[src/rtl/inst_fetch.sv]
// Byte-serial instruction fetch: assembles 32-bit little-endian words from an 8-bit shared memory port.
// Optional misaligned-redirect trap is enabled by defining INST_FETCH_MISALIGN_CHECK_EN.
module inst_fetch #(
    parameter logic [31:0] RESET_PC = 32'h0000_0000
) (
    input  logic        clk,
    input  logic        rst,
    input  logic        mem_busy_i,
    input  logic [7:0]  mem_din_i,
    output logic [31:0] mem_a_o,
    output logic        mem_req_o,
    input  logic        branch_flag_i,
    input  logic [31:0] branch_target_addr_i,
    input  logic        stall_i,
    output logic [31:0] pc_o,
    output logic [31:0] inst_o,
    output logic        inst_valid_o,
    output logic        fetch_err_o
);

    localparam logic [1:0] S_IDLE  = 2'd0;
    localparam logic [1:0] S_FETCH = 2'd1;
    localparam logic [1:0] S_VALID = 2'd2;
    localparam logic [1:0] S_ERR   = 2'd3;

    logic [1:0]  state_q, state_d;
    logic [31:0] pc_q, pc_d;
    logic [2:0]  idx_q, idx_d;
    logic [31:0] inst_q, inst_d;
    logic        cap_q, cap_d;
    logic [1:0]  cap_idx_q, cap_idx_d;
    logic        req;

    // idx counts requested bytes; idx==4 is the wait cycle for the last byte's data.
    always_comb begin
        req = (state_q == S_FETCH) && !mem_busy_i && !idx_q[2];
        mem_req_o = req;
        mem_a_o   = req ? (pc_q + {30'b0, idx_q[1:0]}) : pc_q;
    end

    always_comb begin
        state_d   = state_q;
        pc_d      = pc_q;
        idx_d     = idx_q;
        inst_d    = inst_q;
        cap_d     = 1'b0;
        cap_idx_d = cap_idx_q;

        // Data returns one cycle after its request, independent of this cycle's busy.
        if (cap_q) begin
            case (cap_idx_q)
                2'd0:    inst_d[7:0]   = mem_din_i;
                2'd1:    inst_d[15:8]  = mem_din_i;
                2'd2:    inst_d[23:16] = mem_din_i;
                default: inst_d[31:24] = mem_din_i;
            endcase
        end

        if (req) begin
            cap_d     = 1'b1;
            cap_idx_d = idx_q[1:0];
            idx_d     = idx_q + 3'd1;
        end

        case (state_q)
            S_IDLE: begin
                state_d = S_FETCH;
                idx_d   = '0;
            end
            S_FETCH: begin
                if (idx_q[2]) begin
                    state_d = S_VALID;
                end
            end
            S_VALID: begin
                if (!stall_i) begin
                    pc_d    = pc_q + 32'd4;
                    idx_d   = '0;
                    state_d = S_FETCH;
                end
            end
            S_ERR: begin
                state_d = S_ERR;
            end
            default: begin
                state_d = S_IDLE;
            end
        endcase

        // Redirect overrides everything above, including an in-flight byte.
        if (branch_flag_i) begin
            idx_d = '0;
            cap_d = 1'b0;
`ifdef INST_FETCH_MISALIGN_CHECK_EN
            pc_d = branch_target_addr_i;
            if (branch_target_addr_i[1:0] != 2'b00) begin
                state_d = S_ERR;
            end else begin
                state_d = S_FETCH;
            end
`else
            pc_d    = branch_target_addr_i & ~32'h0000_0003;
            state_d = S_FETCH;
`endif
        end
    end

    always_ff @(posedge clk) begin
        if (rst) begin
            state_q   <= S_IDLE;
            pc_q      <= RESET_PC;
            idx_q     <= '0;
            inst_q    <= '0;
            cap_q     <= 1'b0;
            cap_idx_q <= '0;
        end else begin
            state_q   <= state_d;
            pc_q      <= pc_d;
            idx_q     <= idx_d;
            inst_q    <= inst_d;
            cap_q     <= cap_d;
            cap_idx_q <= cap_idx_d;
        end
    end

    assign pc_o         = pc_q;
    assign inst_o       = inst_q;
    assign inst_valid_o = (state_q == S_VALID);
`ifdef INST_FETCH_MISALIGN_CHECK_EN
    assign fetch_err_o  = (state_q == S_ERR);
`else
    assign fetch_err_o  = 1'b0;
`endif

endmodule

[config.mk]
export PLATFORM = sky130hd
export DESIGN_NAME = inst_fetch
export DESIGN_NICKNAME = d
export VERILOG_FILES = /design/src/rtl/inst_fetch.sv
export SDC_FILE = /design/constraint.sdc
export NUM_CORES = 1
export LEC_CHECK = 0
export ABC_AREA = 0
export BUFFER_PORTS_ARGS = -buffer_cell sky130_fd_sc_hd__buf_2
export CORE_MARGIN = 1
export CORE_UTILIZATION = 40
export CTS_CLUSTER_DIAMETER = 60
export DETAILED_ROUTE_END_ITERATION = 12
export GPL_TIMING_DRIVEN = 0
export PLACE_DENSITY = 0.7
export SLEW_MARGIN = 15
export SYNTH_ARGS = -nofsm -noshare
export SYNTH_HDL_FRONTEND = slang
export SYNTH_SLANG_ARGS = --single-unit
[constraint.sdc]
create_clock -name clk -period 2.65 [get_ports clk]
set_clock_uncertainty 0.15 [all_clocks]
set_input_delay 0.265 -clock clk [delete_from_list [all_inputs] [get_ports clk]]
set_output_delay 0.265 -clock clk [all_outputs]
set_load 0.05 [all_outputs]
# ---- Word level (Yosys, flattened, before mapping)
# Index checks and enable logic that the tools add are counted.
dict set report op_classes {
  n_addsub 3
  eq_ne 10
  mux 12
  bitwise_logic 2
  n_reduce_logical 17
}
# operator n
set op_table {}
lappend op_table {{two-way mux 32 bit} 4}
lappend op_table {{adder 32 x 2 -> 32 bit} 1}
lappend op_table {{adder 32 x 3 -> 32 bit (second input constant)} 1}
lappend op_table {{AND reduction 2 bit} 8}
lappend op_table {{one-hot mux 2 bit (4 select lines)} 1}
lappend op_table {{equality test 2 bit (second input constant)} 3}
lappend op_table {{two-way mux 3 bit} 2}
lappend op_table {{inequality test 2 bit (second input constant)} 3}
lappend op_table {{inequality test 3 bit (second input constant)} 2}
lappend op_table {{one-hot mux 3 bit (2 select lines)} 1}
lappend op_table {{equality test 2 x 1 -> 1 bit (second input constant)} 2}
lappend op_table {{logical NOT 2 bit} 2}
lappend op_table {{two-way mux 2 bit} 2}
lappend op_table {{adder 3 x 1 -> 3 bit (second input constant)} 1}
lappend op_table {{OR reduction 3 bit} 1}
lappend op_table {{logical AND 1 bit} 2}
lappend op_table {{logical NOT 1 bit} 2}
lappend op_table {{two-way mux 1 bit} 2}
lappend op_table {{inverter 1 bit} 2}
lappend op_table {{nonzero test 2 bit} 1}
lappend op_table {{OR reduction 2 bit} 1}
dict set report word_totals {
  register_bits 72
  input_bits 45
}

# ---- Depth between registers and ports, before layout
dict set report logic_depth {
  word_depth 6
  depth_mapped 6
  ltp_nobuf 5
}

# ---- Least setup slack after synthesis
# No wires, ideal clock.
dict set report synth_timing {
  kind {flip-flop to flip-flop}
  startpoint {register pc_q[10], in the netlist pc_o[10]}
  endpoint {register pc_q[23], in the netlist pc_o[23]}
  setup_ps 91
  arrival_ps 2376
  setup_slack_ps 33
  path_stages_with_launch 6
  n_path_buf 1
  period_less_slack_ps 2617
  path_cell_list {dfxtp_1 > nand4_2 > or4_1 > buf_2 > or4_1 > a311oi_1}
}
dict set report synth_between {
  elab_chain_cells 4
}
# element line_no
set synth_lines {}
lappend synth_lines {{from (decl)} 27} ;# logic [31:0] pc_q, pc_d;
lappend synth_lines {{from (signal assigned)} 118} ;# pc_q <= pc_d;
lappend synth_lines {{adder 32 x 3 -> 32 bit} 77} ;# pc_d = pc_q + 32'd4;
lappend synth_lines {{two-way mux 32 bit} 76} ;# if (!stall_i) begin
lappend synth_lines {{two-way mux 32 bit} 65} ;# case (state_q)
lappend synth_lines {{two-way mux 32 bit} 91} ;# if (branch_flag_i) begin
# Every way passes these cells. The select of a mux whose other input is x is not followed.
# A chain may end at the register's enable or synchronous reset.

# ---- Final worst setup path
dict set report layout_timing {
  startpoint {register pc_q[11], in the netlist pc_o[11]}
  endpoint {register pc_q[19], in the netlist pc_o[19]}
}
# The elaborated chain is that of the path after synthesis.

==> summary.md <==
| Metric | Value |
|---|---|
| Status | `finished clean` |
| FILL cells | `866` |
| Post-synth EDFFs | `0` |
| Total power | `approximately 2500 uW` |
| Post-layout min period | `2.50 ns` |
| HP Class | `in2reg` |
| CTS Buf Count | `9` |
| N_diodes | `0` |
| HPWL Detailed | `between 7000 and 8000 um` |
| Met1 GRT Util | `0.255` |
| Crit path DAT | `2.58 ns` |
| Drt pass-1 iters | `5` |
| RR Startpoint | `pc_o[11]` |
| Synthesized cell area | `3570 um2` |
| Logic gate share of total power | `0.220` |
| Met3 Use GR | `0.0845` |
| NetSw | `between 800 and 900 uW` |
| CTS H-tree lvls | `3` |
| # nets final | `607` |
| Worst rel slew slack | `0.413` |
| TritonCTS clock tree | `done` |
| Top Ports | `144` |
| Seq/Total Area, Yosys | `0.392` |
| Synthesized area per cell | `slightly below 9 um2` |
| Initial core utilization | `0.412` |
| RD Place Congestion | `~0.84` |
| Internal power | `~1600 uW` |
| Area grow syn2layout | `28.6%` |
| Total track usage | `0.221` |
| Worst Setup End Kind | `flip-flop` |
| Fraction of layout cells with a size suffix above 1 | `0.349` |
| Leakage Power | `between 0.002 and 0.0025 uW` |
| Number of distinct library cells after synthesis | `55` |
| Largest vdd supply drop | `0.311 mV` |
| Worst Reg-to-Reg Cells | `5` |
| First-pass GRT wire length | `15700 um` |
| Worst skew pair latency | `0.35 ns` |
| Pin count of the biggest net entering global routing | `13` |
| Clk pwr share | `0.316` |
| Vias in the first global route | `about 3.3k` |
| Worst Setup EP | `pc_o[19]` |
| Vias | `3561` |
| Area leader, netlist | `dfxtp_1` |
| Crit Reg-Reg Endpoint | `pc_o[19]` |
| Setup TNS | `0 ns` |
| Hold Violations, Final | `0` |
| Clock buffer depth | `2` |
| Crit path max fanout | `10` |
| CP startpoint | `pc_o[11]` |
| Cell count after synthesis | `409` |
| DRC | `0` |
| Max Cap Violations | `0` |
| Slew @ Worst Pin | `0.872 ns` |
| FF-to-FF setup slack | `~0.15 ns` |
| Clock slew at reported path FFs | `0.08 ns` |
| RSZ-0062 raised after global routing | `no` |
| Final ANT Viol Nets | `0` |
| Grt peak-use layer | `met2` |
| CTS root buf | `clkbuf_8` |
| Post-DR vias/cell | `5.29` |
| Synth area leaders | `dfxtp_1 (39%), mux2i_1 (10%), nor2_1 (7.0%), buf_4 (6.9%), clkbuf_1 (2.2%)` |
| Die height | `96.5 um` |
| PortBufs | `136` |
| Final wirelength | `approximately 10000 um` |
| Critical Path RT | `2.73 ns` |
| Async S/R FF share, synth | `0` |
| Switching Fraction | `0.345` |
| Crit path kind | `reg2reg` |
| Synth Warn # | `0` |
| Die area | `9320 um2` |
| Final setup viols | `0` |
| FMAX | `0.400 GHz` |
| Dominant synthesized flop cell | `dfxtp_1` |
| Overflow after GRT | `0` |
| Fin crit share | `0.944` |
| Initial antenna violation count | `2` |
| Share of power burned in registers | `0.464` |
| Met2 Usage GRT | `0.369` |
| Cell Rows | `34` |
| Clock tree sinks | `70` |
| Iter 0 DRT Violations | `125` |
| Core Area | `8680 um2` |
| Power Dens Cells | `538 nW/um2` |
| Wire length per cell | `between 10 and 15 um` |
| #FFs+latches synth | `70` |
| Synth top area share | `0.392` |
| Die Wd | `96.5 um` |
| Fin. max-slew vios | `0` |
| Critical path startpoint category | `flip-flop` |
## Yosys cell counts (all sizes together) (8+ instances only)
master / count
nand4: 10
nor3: 11
nor2: 67
buf: 36
xnor2: 8
dfxtp: 70
nor4: 8
a21oi: 8
a211oi: 8
mux2i: 36
nand2: 12
inv: 8
nand3: 14
clkbuf: 21
## kinds of logic (layout without fill, tap and decap cells)
group           after synthesis  in the layout  share of synthesized area
xor+xnor                      9              9                     0.0221
buf+inv                      66            220                      0.104
other cells                   1              3                    0.00105
compound gates               58             58                      0.129
flops                        70             70                      0.392
fa+ha+maj                     2              2                    0.00700
simple gates                167            167                      0.244
mux                          36             36                      0.101
## worst min-delay path by stage
stage / from / to / slack [ns] / cells after the start
final: branch_target_addr_i[8] / pc_o[8] / 0.03 / 3
after global placement: inst_o[13] / inst_o[13] / 0.32 / 2
after CTS: branch_target_addr_i[8] / pc_o[8] / 0.02 / 3
after global routing: branch_target_addr_i[4] / pc_o[4] / 0.01 / 3
after floorplan: branch_target_addr_i[2] / pc_o[2] / 0.25 / 1
after detailed placement: inst_o[1] / inst_o[1] / 0.33 / 2
## layer usage
| layer | vias to the layer above | wire length, um | share of wire |
|---|---|---|---|
| met4 | 2 | 147 | 0.015 |
| met2 | 154 | 4770 | 0.47 |
| met5 | - | 8 | 0.00079 |
| met1 | 1631 | 4220 | 0.42 |
| li1 | 1752 | - | - |
| met3 | 22 | 933 | 0.093 |
## power by group through the flow
stage               combinational, uW  sequential, uW  clock, uW
floorplan                         291            1280          0
global placement                  537            1170          0
detailed placement                541            1170          0
CTS                               545            1150        795
global route                      581            1160        842
finish                            544            1150        781
## cells in the final DEF (no fill, tap or decap), drive strengths merged, types with 6 or more instances in the layout
cell type / Yosys / layout
nand3: 14 / 14
nand4: 10 / 10
nor3: 11 / 11
or4: 7 / 7
nand2: 12 / 12
a311oi: 7 / 7
inv: 8 / 8
xnor2: 8 / 8
mux2i: 36 / 36
a21oi: 8 / 8
clkbuf: 21 / 32
dfxtp: 70 / 70
a211oi: 8 / 8
o31ai: 6 / 6
nor2: 67 / 67
nor4: 8 / 8
nor2b: 7 / 7
buf: 36 / 172
## sequential cells by signal (all words and copies together) (netlist names)
register	flops
state_q	2
inst_o	32
cap_q	1
idx_q	3
pc_o	30
cap_idx_q	2
## layout make-up
| type | instances | area, um2 | area share |
|---|---|---|---|
| well taps | 108 | 135 | 0.0294 |
| plain buffers | 57 | 339 | 0.0738 |
| multi-input cells | 275 | 1810 | 0.393 |
| repair buffers | 138 | 701 | 0.152 |
| clock inverters | 5 | 35.0 | 0.00762 |
| inverters | 9 | 33.8 | 0.00735 |
| clock buffers | 11 | 141 | 0.0308 |
| flip-flops and latches | 70 | 1400 | 0.305 |
## critical path, stage by stage (launching register included)
cell	delay, ns
dfxtp_1	0.48
nand4_2	0.22
or4_1	0.59
clkbuf_1	0.24
o41a_1	0.36
a2111oi_1	0.35
## metrics by stage
stage	cell area [um2]	hold slack, ns	util	worst slack [ns]	cells
detailed placement	4400	0.331	0.507	0.150	655
floorplan	3580	0.253	-	0.0333	411
global placement	4400	0.319	0.507	0.221	655
finish	4600	0.0256	0.530	0.149	673
CTS	4590	0.0164	0.529	0.133	673
global route	4600	0.0133	0.530	0.0241	673
## what timing repair did
action	CTS	global route
setup endpoints to repair	0	1
endpoints found under the hold margin	2	0
gates resized for setup	0	1
hold buffers	2	0
buffers inserted	0	0
No activity file was read; power rests on OpenSTA's default activity.
